$ cat config.mk
export PLATFORM = sky130hd
export DESIGN_NAME = tf_fetch_ctrl
export DESIGN_NICKNAME = d
export VERILOG_FILES = /design/src/rtl/tf_fetch_ctrl.sv
export SDC_FILE = /design/constraint.sdc
export NUM_CORES = 1
export LEC_CHECK = 0
export CAP_MARGIN = 20
export CORE_MARGIN = 8
export CORE_UTILIZATION = 65
export DETAILED_ROUTE_END_ITERATION = 8
export DONT_BUFFER_PORTS = 1
export PLACE_DENSITY = 0.86
export SLEW_MARGIN = 0
export SYNTH_ARGS = -nofsm -noshare
export SYNTH_HDL_FRONTEND = slang
export SYNTH_SLANG_ARGS = --single-unit
$ cat constraint.sdc
create_clock -name clk -period 7.4 [get_ports clk]
set_input_delay 1.48 -clock clk [delete_from_list [all_inputs] [get_ports clk]]
set_output_delay 1.48 -clock clk [all_outputs]
set_load 0.02 [all_outputs]
$ cat src/rtl/tf_fetch_ctrl.sv
// Twiddle-factor fetch controller: ping-pong bank reader feeding a 2-entry output FIFO.
// Optional macro TF_FETCH_STALL_CNT_EN enables the back-pressure stall counter.
module tf_fetch_ctrl #(
    parameter int DATA_W  = 64,
    parameter int ROW_LEN = 256,
    parameter int ROW_NUM = 4
) (
    input  logic              clk,
    input  logic              rst_n,
    input  logic              start,
    input  logic              row_rdy,
    output logic              buf_full,
    output logic              ren,
    output logic [8:0]        addr_r,
    input  logic [DATA_W-1:0] rdata,
    output logic              tf_vld,
    input  logic              tf_rdy,
    output logic [DATA_W-1:0] tf_data,
    output logic              tf_last,
    output logic [1:0]        row_idx,
    output logic              done,
    output logic              err,
    output logic [15:0]       stall_cnt
);

    localparam logic [1:0] S_IDLE  = 2'd0;
    localparam logic [1:0] S_WAIT  = 2'd1;
    localparam logic [1:0] S_READ  = 2'd2;
    localparam logic [1:0] S_FLUSH = 2'd3;

    localparam logic [7:0] IDX_LAST = 8'(ROW_LEN - 1);
    localparam logic [1:0] ROW_LAST = 2'(ROW_NUM - 1);

    logic [1:0] state;
    logic [1:0] state_nxt;
    logic [7:0] idx;
    logic       bank;
    logic [1:0] rd_row;

    logic [1:0] rows_avail;
    logic [1:0] rows_nxt;
    logic [1:0] avail_eff;
    logic       ovf;
    logic       rel_q;

    logic       rd_vld_q;
    logic       rd_last_q;
    logic [1:0] rd_row_q;

    logic [DATA_W-1:0] f_data0, f_data1;
    logic              f_last0, f_last1;
    logic [1:0]        f_row0, f_row1;
    logic              wp, rp;
    logic [1:0]        cnt;

    logic       pop;
    logic       push;
    logic       last_rd;
    logic       go;
    logic [2:0] occ;

    assign pop     = tf_vld & tf_rdy;
    assign push    = rd_vld_q;
    assign occ     = 3'(cnt) + 3'(rd_vld_q) - 3'(pop);
    assign ren     = (state == S_READ) && (occ < 3'd2);
    assign last_rd = ren && (idx == IDX_LAST);
    assign addr_r  = {bank, idx};
    assign go      = start && (state == S_IDLE);

    // Rows still usable once a pending bank release has been applied.
    assign avail_eff = rows_avail - 2'(rel_q);

    assign tf_vld  = (cnt != 2'd0);
    assign tf_data = tf_vld ? (rp ? f_data1 : f_data0) : '0;
    assign tf_last = tf_vld & (rp ? f_last1 : f_last0);
    assign row_idx = tf_vld ? (rp ? f_row1 : f_row0) : 2'd0;

    // Pass sequencing: wait for rows, read them, drain the FIFO.
    always_comb begin
        state_nxt = state;
        case (state)
            S_IDLE:  if (start) state_nxt = S_WAIT;
            S_WAIT:  if (avail_eff != 2'd0) state_nxt = S_READ;
            S_READ: begin
                if (last_rd) begin
                    if (rd_row == ROW_LAST) begin
                        state_nxt = S_FLUSH;
                    end else if (!(avail_eff == 2'd2 || row_rdy)) begin
                        state_nxt = S_WAIT;
                    end
                end
            end
            default: if (cnt == 2'd0 && !rd_vld_q) state_nxt = S_IDLE;
        endcase
    end

    // Written-row accounting: row_rdy adds, bank release subtracts.
    always_comb begin
        rows_nxt = rows_avail;
        ovf      = 1'b0;
        if (row_rdy && !rel_q) begin
            if (rows_avail == 2'd2) ovf = 1'b1;
            else rows_nxt = rows_avail + 2'd1;
        end else if (!row_rdy && rel_q && rows_avail != 2'd0) begin
            rows_nxt = rows_avail - 2'd1;
        end
    end

    // FSM state and end-of-pass pulse.
    always_ff @(posedge clk or negedge rst_n) begin
        if (!rst_n) begin
            state <= S_IDLE;
            done  <= 1'b0;
        end else begin
            state <= state_nxt;
            done  <= (state == S_FLUSH) && (state_nxt == S_IDLE);
        end
    end

    // Row counter, full flag, sticky overflow and release timing.
    always_ff @(posedge clk or negedge rst_n) begin
        if (!rst_n) begin
            rows_avail <= 2'd0;
            buf_full   <= 1'b0;
            err        <= 1'b0;
            rel_q      <= 1'b0;
        end else begin
            rows_avail <= rows_nxt;
            buf_full   <= (rows_nxt == 2'd2);
            rel_q      <= last_rd;
            if (ovf) err <= 1'b1;
        end
    end

    // Read address generation across banks and rows.
    always_ff @(posedge clk or negedge rst_n) begin
        if (!rst_n) begin
            idx    <= 8'd0;
            bank   <= 1'b0;
            rd_row <= 2'd0;
        end else if (go) begin
            idx    <= 8'd0;
            bank   <= 1'b0;
            rd_row <= 2'd0;
        end else if (ren) begin
            if (last_rd) begin
                idx    <= 8'd0;
                bank   <= ~bank;
                rd_row <= (rd_row == ROW_LAST) ? 2'd0 : rd_row + 2'd1;
            end else begin
                idx <= idx + 8'd1;
            end
        end
    end

    // Side information travelling with each in-flight read.
    always_ff @(posedge clk or negedge rst_n) begin
        if (!rst_n) begin
            rd_vld_q  <= 1'b0;
            rd_last_q <= 1'b0;
            rd_row_q  <= 2'd0;
        end else begin
            rd_vld_q  <= ren;
            rd_last_q <= last_rd;
            rd_row_q  <= rd_row;
        end
    end

    // Two-entry output FIFO toward the butterfly array.
    always_ff @(posedge clk or negedge rst_n) begin
        if (!rst_n) begin
            f_data0 <= '0;
            f_data1 <= '0;
            f_last0 <= 1'b0;
            f_last1 <= 1'b0;
            f_row0  <= 2'd0;
            f_row1  <= 2'd0;
            wp      <= 1'b0;
            rp      <= 1'b0;
            cnt     <= 2'd0;
        end else begin
            if (push) begin
                if (wp) begin
                    f_data1 <= rdata;
                    f_last1 <= rd_last_q;
                    f_row1  <= rd_row_q;
                end else begin
                    f_data0 <= rdata;
                    f_last0 <= rd_last_q;
                    f_row0  <= rd_row_q;
                end
                wp <= ~wp;
            end
            if (pop) rp <= ~rp;
            cnt <= cnt + 2'(push) - 2'(pop);
        end
    end

`ifdef TF_FETCH_STALL_CNT_EN
    // Saturating count of cycles the array refuses a valid word.
    always_ff @(posedge clk or negedge rst_n) begin
        if (!rst_n) begin
            stall_cnt <= 16'd0;
        end else if (go) begin
            stall_cnt <= 16'd0;
        end else if (tf_vld && !tf_rdy && stall_cnt != 16'hFFFF) begin
            stall_cnt <= stall_cnt + 16'd1;
        end
    end
`else
    assign stall_cnt = 16'd0;
`endif

endmodule

==> results of run 1 <==
-- area by class of cell --
type                       count  area (um^2)
antenna                        1         2.50
clock buffer                  22          474
clock inverter                10          134
fill                         752         3220
inverter                      10         37.5
multi-input combinational    374         3130
sequential                   160         4010
tap                          143          179
timing repair buffer           4         30.0
-- per-stage QoR --
step / utilization / hold slack, ns / setup slack, ns / instance area (um^2) / std cells
2_1_floorplan: - / 0.377 / 2.74 / 7430 / 592
3_3_place_gp: 0.658 / 0.397 / 2.47 / 7390 / 691
3_5_place_dp: 0.658 / 0.408 / 2.39 / 7390 / 691
4_1_cts: 0.712 / 0.429 / 1.91 / 8000 / 723
5_1_grt: 0.713 / 0.447 / 1.67 / 8000 / 724
6_report: 0.713 / 0.420 / 1.93 / 8000 / 724
-- per-layer routing --
metal	vias to the layer above	global-route usage	routed length (um)
met4	0	0.0800	269
met2	135	0.349	7530
li1	1941	-	-
met5	-	0	0
met1	2162	0.230	5710
met3	20	0.0892	1470
-- cell usage in the layout (no fill, tap or decap), types with 4 or more instances in the layout --
cell / instances
a21oi_1: 5
nand2_1: 9
xor2_1: 5
mux2_2: 133
nand3_1: 6
clkinv_2: 4
conb_1: 16
nor3_1: 4
xnor2_1: 6
buf_4: 4
o21ai_0: 4
nor2_1: 78
clkbuf_16: 17
inv_1: 10
dfrtp_1: 159
mux2i_1: 70
ha_1: 7
-- path summary, 6_finish.rpt --
path,startpoint,slack (ns),depth (start not counted),endpoint
min in group asynchronous,rst_n,0.76,0,f_data0[59]$_DFFE_PN0P_
max reg2reg,cnt[1]$_DFF_PN0_,3.34,13,rd_row[1]$_DFFE_PN0P_
max in group asynchronous,rst_n,6.36,0,rp$_DFFE_PN0P_
min reg2reg,rd_row[1]$_DFFE_PN0P_,0.42,0,rd_row_q[1]$_DFF_PN0_
max,cnt[1]$_DFF_PN0_,1.93,12,ren
min,rd_row[1]$_DFFE_PN0P_,0.42,0,rd_row_q[1]$_DFF_PN0_
-- power by group through the flow --
stage	combinational [W]	sequential, W	clock (W)
final	0.00161	0.00156	0.000881
after CTS	0.00163	0.00157	0.000900
after global routing	0.00174	0.00162	0.000939
after detailed placement	0.00162	0.00158	0
after floorplan	0.00144	0.00145	0
after global placement	0.00156	0.00154	0
-- sequential cells by signal (all words and copies together), names as in the netlist, 2 cells and up --
register    cells
f_row0          2
state           2
f_data0        64
idx             8
cnt             2
f_row1          2
rd_row          2
rows_avail      2
rd_row_q        2
f_data1        64
-- logic make-up (layout without fill, tap and decap cells) --
| group | after synthesis | in the layout | synth area share |
|---|---|---|---|
| AO/OA/AOI/OAI | 18 | 18 | 0.0158 |
| flip-flops | 160 | 160 | 0.543 |
| buffers and inverters | 58 | 46 | 0.0424 |
| AND/OR/NAND/NOR | 118 | 118 | 0.0729 |
| adder cells (fa/ha/maj) | 8 | 8 | 0.0146 |
| other | 1 | 17 | 0.000508 |
| multiplexers | 203 | 203 | 0.298 |
| XOR/XNOR | 11 | 11 | 0.0131 |
==> results.toml, run 1 <==
[global_routing]
grt-ovfl-total = 0
gr-usage-all-layers = 0.208
antenna_found_initial = 1
grt_max_degree = 161
grt_pass1_wl_mm = 23.9
grt_pass1_vias = 4598

[worst_setup_path]
cpPeakStageDelay_ns = 0.59
cp_num_buf_inv = 5
worstSetupStartpointType = "flip-flop"
cp_common_cell = "inv_1"
worst_ep_required_time_ns = 5.92
cp-end-kind = "primary output"
crit_chain = "nor2_4 > buf_4 > inv_1 > and2_1 > ha_1 > inv_1 > ha_1 > inv_1 > fa_1 > and3b_2 > nand2_1 > inv_1"
worstPathArrival_ns = 3.99
cp_top_family = "buffers and inverters"
critPathKind = "flip-flop to primary output"
crit_fanout = 68
critPathSlowestCell = "buf_4"

[detailed_routing]
drc = 0
drtPass1Iterations = 5
via_per_inst = 5.88
ant_nets = 0
wl_per_cell_um = 20.7
drt-initial-drc-count = 272
via_count = 4258
wirelength_mm = 15.0

[clock_tree]
clock_sinks = 160
cts_buffers = 17
cts_resized = 0
clk_latency_ns = 0.42
cts_buffer_depth = 2
htreeDepth = 4
cts_tree = "yes"
root_buffer = "clkbuf_16"
cts_setup_buffers = 0
clk_pin_slew_ns = 0.06
ctsHoldBuffers = 0

[placement]
portBuffers = 0
gp_congestion = 0.826
hpwl_mm = 9.80

[synthesis]
ys_top_cells_by_area = "dfrtp_1 54%, mux2_2 20%, mux2i_1 9.5%"
ys_ff_latch = 160
yosys.area.top_type = "dfrtp_1"
ys_async_sr_fraction = 1.00
ys_types = 38
netlist.area_leader.share = 0.543
synth_area_mm2 = 0.00738
synth.most_common_cell = "dfrtp_1"
ys_seq_area_frac = 0.543
ys_top_cells_by_count = "160 x dfrtp_1, 133 x mux2_2, 80 x nor2_1"
ys.flop_type = "dfrtp_1"
syn_inst = 577
avgSynthCellArea_um2 = 12.8
ys_warn_count = 0
synth_edf_count = 0

[finish]
syn_to_final_growth_pct = 8.43
drive_above_1_share = 0.303
nNetsFinal = 644

[pwr]
swShare = 0.392
cell_internal_pwr_w = 0.00246
peakVddDrop_uv = 312
p_seq_frac = 0.386
power_frac_comb = 0.396
p_leak_nw = 3.65
p_clk_frac = 0.218
p_switching_w = 0.00159
power_per_cell_area_mw_per_mm2 = 506
power_w = 0.00405

[floorplan]
num_rows = 39
io_pins = 166
initial_core_util = 0.657
die_area_mm2 = 0.0150
die_w_um = 123
dieHeight_um = 123
core_mm2 = 0.0112

[sta]
fmax_mhz = 183
tns_ns = 0
relSlewSlack = 0.369
rsz0062_at_grt = "false"
finalCritPeriodShare = 0.740
setup_viol_count_final = 0
hold_viol = 0
tightestPinTransition_ns = 0.947
fin_worst_skew_ns = 0.00498
slew_viol_final = 0
period_needed_ns = 5.47

[flow_run]
drv_cap = 0

[hold_path]
hold_path_class = "flip-flop to flip-flop"

[status]
status = "completed"
(Power assumes the default switching activity.)
==> run 2: changes to the inputs <==
--- a/config.mk
+++ b/config.mk
@@ -7,10 +7,10 @@
 export LEC_CHECK = 0
 export CAP_MARGIN = 20
 export CORE_MARGIN = 8
-export CORE_UTILIZATION = 65
+export CORE_UTILIZATION = 63
 export DETAILED_ROUTE_END_ITERATION = 8
 export DONT_BUFFER_PORTS = 1
-export PLACE_DENSITY = 0.86
+export PLACE_DENSITY = 0.84
 export SLEW_MARGIN = 0
 export SYNTH_ARGS = -nofsm -noshare
 export SYNTH_HDL_FRONTEND = slang
==> constraint.sdc (replaced) <==
create_clock -name clk -period 5.6 [get_ports clk]
set_input_delay 1.12 -clock clk [delete_from_list [all_inputs] [get_ports clk]]
set_output_delay 1.12 -clock clk [all_outputs]
set_load 0.02 [all_outputs]
==> run 2 against run 1 <==
Critical path depth shrank 1. Sequential share of layout area grew 0.34 points. Routed wire length down 0.55%. Sequential cell count did not move. First-iteration DRC count fell by 9.2%. Final area decreased by 0.67%. Combinational power increased by 30%. Total power is 30% higher. Non-clock buffer count did not move. Via count rose by 0.85%. Register-to-register slack worse by 0.88 ns. Cell count fell by 0.28%. Critical endpoint unchanged. Highest routed layer unchanged.
==> results.toml, run 2 (synthesized netlist as in run 1, its figures left out) <==
[worst_setup_path]
crit_chain = "nor2_4 > inv_1 > and2_1 > ha_1 > inv_1 > ha_1 > inv_1 > fa_1 > and3b_2 > nand2_1 > inv_1"
critPathKind = "flip-flop to primary output"
cp-end-kind = "primary output"
cpPeakStageDelay_ns = 0.55
worstPathArrival_ns = 3.09
cp_common_cell = "inv_1"
crit_fanout = 6
worstSetupPathDepth = 11
critPathSlowestCell = "fa_1"
cp_num_buf_inv = 4
rr_worst_depth = 12
worstSetupStartpointType = "flip-flop"
worst_ep_required_time_ns = 4.48
cp_top_family = "adder cells"

[sta]
timing.hold.ws_ns = 0.395
slew_viol_final = 0
rsz0062_at_grt = "false"
layout_setup_ws_ns = 1.39
relSlewSlack = 0.283
setup_viol_count_final = 0
hold_viol = 0
tightestPinTransition_ns = 1.07
finalCritPeriodShare = 0.752
period_needed_ns = 4.21
tns_ns = 0
fmax_mhz = 238
fin_worst_skew_ns = 0.00438

[detailed_routing]
drtPass1Iterations = 4
wirelength_mm = 14.9
drc = 0
via_count = 4294
wl_per_cell_um = 20.6
drt-initial-drc-count = 247
via_per_inst = 5.95
ant_nets = 0

[global_routing]
grt_pass1_vias = 4750
grt_max_degree = 161
grt-ovfl-total = 0
grt_pass1_wl_mm = 24.8
gr-usage-all-layers = 0.198
antenna_found_initial = 0

[floorplan]
initial_core_util = 0.646
die_w_um = 124
num_rows = 39
core_mm2 = 0.0114
dieHeight_um = 124
io_pins = 166
die_area_mm2 = 0.0154

[finish]
syn_to_final_growth_pct = 7.70
top_regs = "f_data0 (64), f_data1 (64), idx (8)"
layout_commonest_cell = "dfrtp_1"
nNetsFinal = 644
drive_above_1_share = 0.297
layout_common_cells = "159 x dfrtp_1, 133 x mux2_2, 78 x nor2_1, 70 x mux2i_1, 17 x clkbuf_16"
insertedDiodeCount = 0

[pwr]
peakVddDrop_uv = 467
power_per_cell_area_mw_per_mm2 = 662
p_leak_nw = 3.63

[clock_tree]
cts_buffer_depth = 2
cts_resized = 0
cts_tree = "yes"
ctsHoldBuffers = 0
cts_buffers = 17
root_buffer = "clkbuf_16"
clk_pin_slew_ns = 0.06
clock_sinks = 160
clk_latency_ns = 0.42
cts_setup_buffers = 0
htreeDepth = 4

[placement]
gp_congestion = 0.772
hpwl_mm = 10.0
portBuffers = 0
pre_cts_ws_ns = 1.52

[status]
status = "completed"

[flow_run]
drv_cap = 0

[hold_path]
hold_path_class = "primary input to asynchronous set/reset pin"
==> run 2: cell count changes in the layout (fill, tap and decap cells not counted), sizes merged <==
| cell | change |
|---|---|
| clkinvlp | -2 |
| clkbuf | +2 |
| diode | -1 |
| bufinv | -1 |
==> run 2: through the flow <==
| step | util | power, W | instances | area, um^2 |
|---|---|---|---|---|
| 2_1_floorplan | - | 0.00382 | 592 | 7430 |
| 3_3_place_gp | 0.647 | 0.00410 | 691 | 7390 |
| 3_5_place_dp | 0.647 | 0.00421 | 691 | 7390 |
| 4_1_cts | 0.696 | 0.00532 | 722 | 7950 |
| 5_1_grt | 0.696 | 0.00558 | 722 | 7950 |
| 6_report | 0.696 | 0.00526 | 722 | 7950 |
==> run 2: layout make-up <==
cell class              count  area, um^2
multi-input cells         374        3130
fillers                   793        3470
flip-flops and latches    160        4010
clock buffers              24         472
clock inverters             7        85.1
inverters                  10        37.5
repair buffers              4        30.0
well taps                 143         179
==> run 2: path summary, 6_finish.rpt <==
path                                      endpoint  slack [ns]             startpoint
max                                            ren        1.39       cnt[1]$_DFF_PN0_
min                        f_data0[51]$_DFFE_PN0P_        0.39                  rst_n
max reg2reg                  rd_row[1]$_DFFE_PN0P_        2.46       cnt[1]$_DFF_PN0_
min reg2reg                  rd_row_q[1]$_DFF_PN0_        0.42  rd_row[1]$_DFFE_PN0P_
max in group asynchronous  f_data1[19]$_DFFE_PN0P_        5.03                  rst_n
min in group clk             rd_row_q[1]$_DFF_PN0_        0.42  rd_row[1]$_DFFE_PN0P_
==> run 2: per-layer routing <==
| layer | vias up | GRT usage | share of wire |
|---|---|---|---|
| li1 | 1934 | - | - |
| met2 | 128 | 0.333 | 0.51 |
| met3 | 28 | 0.0838 | 0.085 |
| met1 | 2204 | 0.214 | 0.38 |
| met5 | - | 0 | 0 |
| met4 | 0 | 0.0900 | 0.024 |
==> run 2: where the power goes <==
group	internal, W	total [W]	switching (W)
Combinational	0.000837	0.00210	0.00126
Clock	0.000673	0.00109	0.000421
Sequential	0.00168	0.00207	0.000391
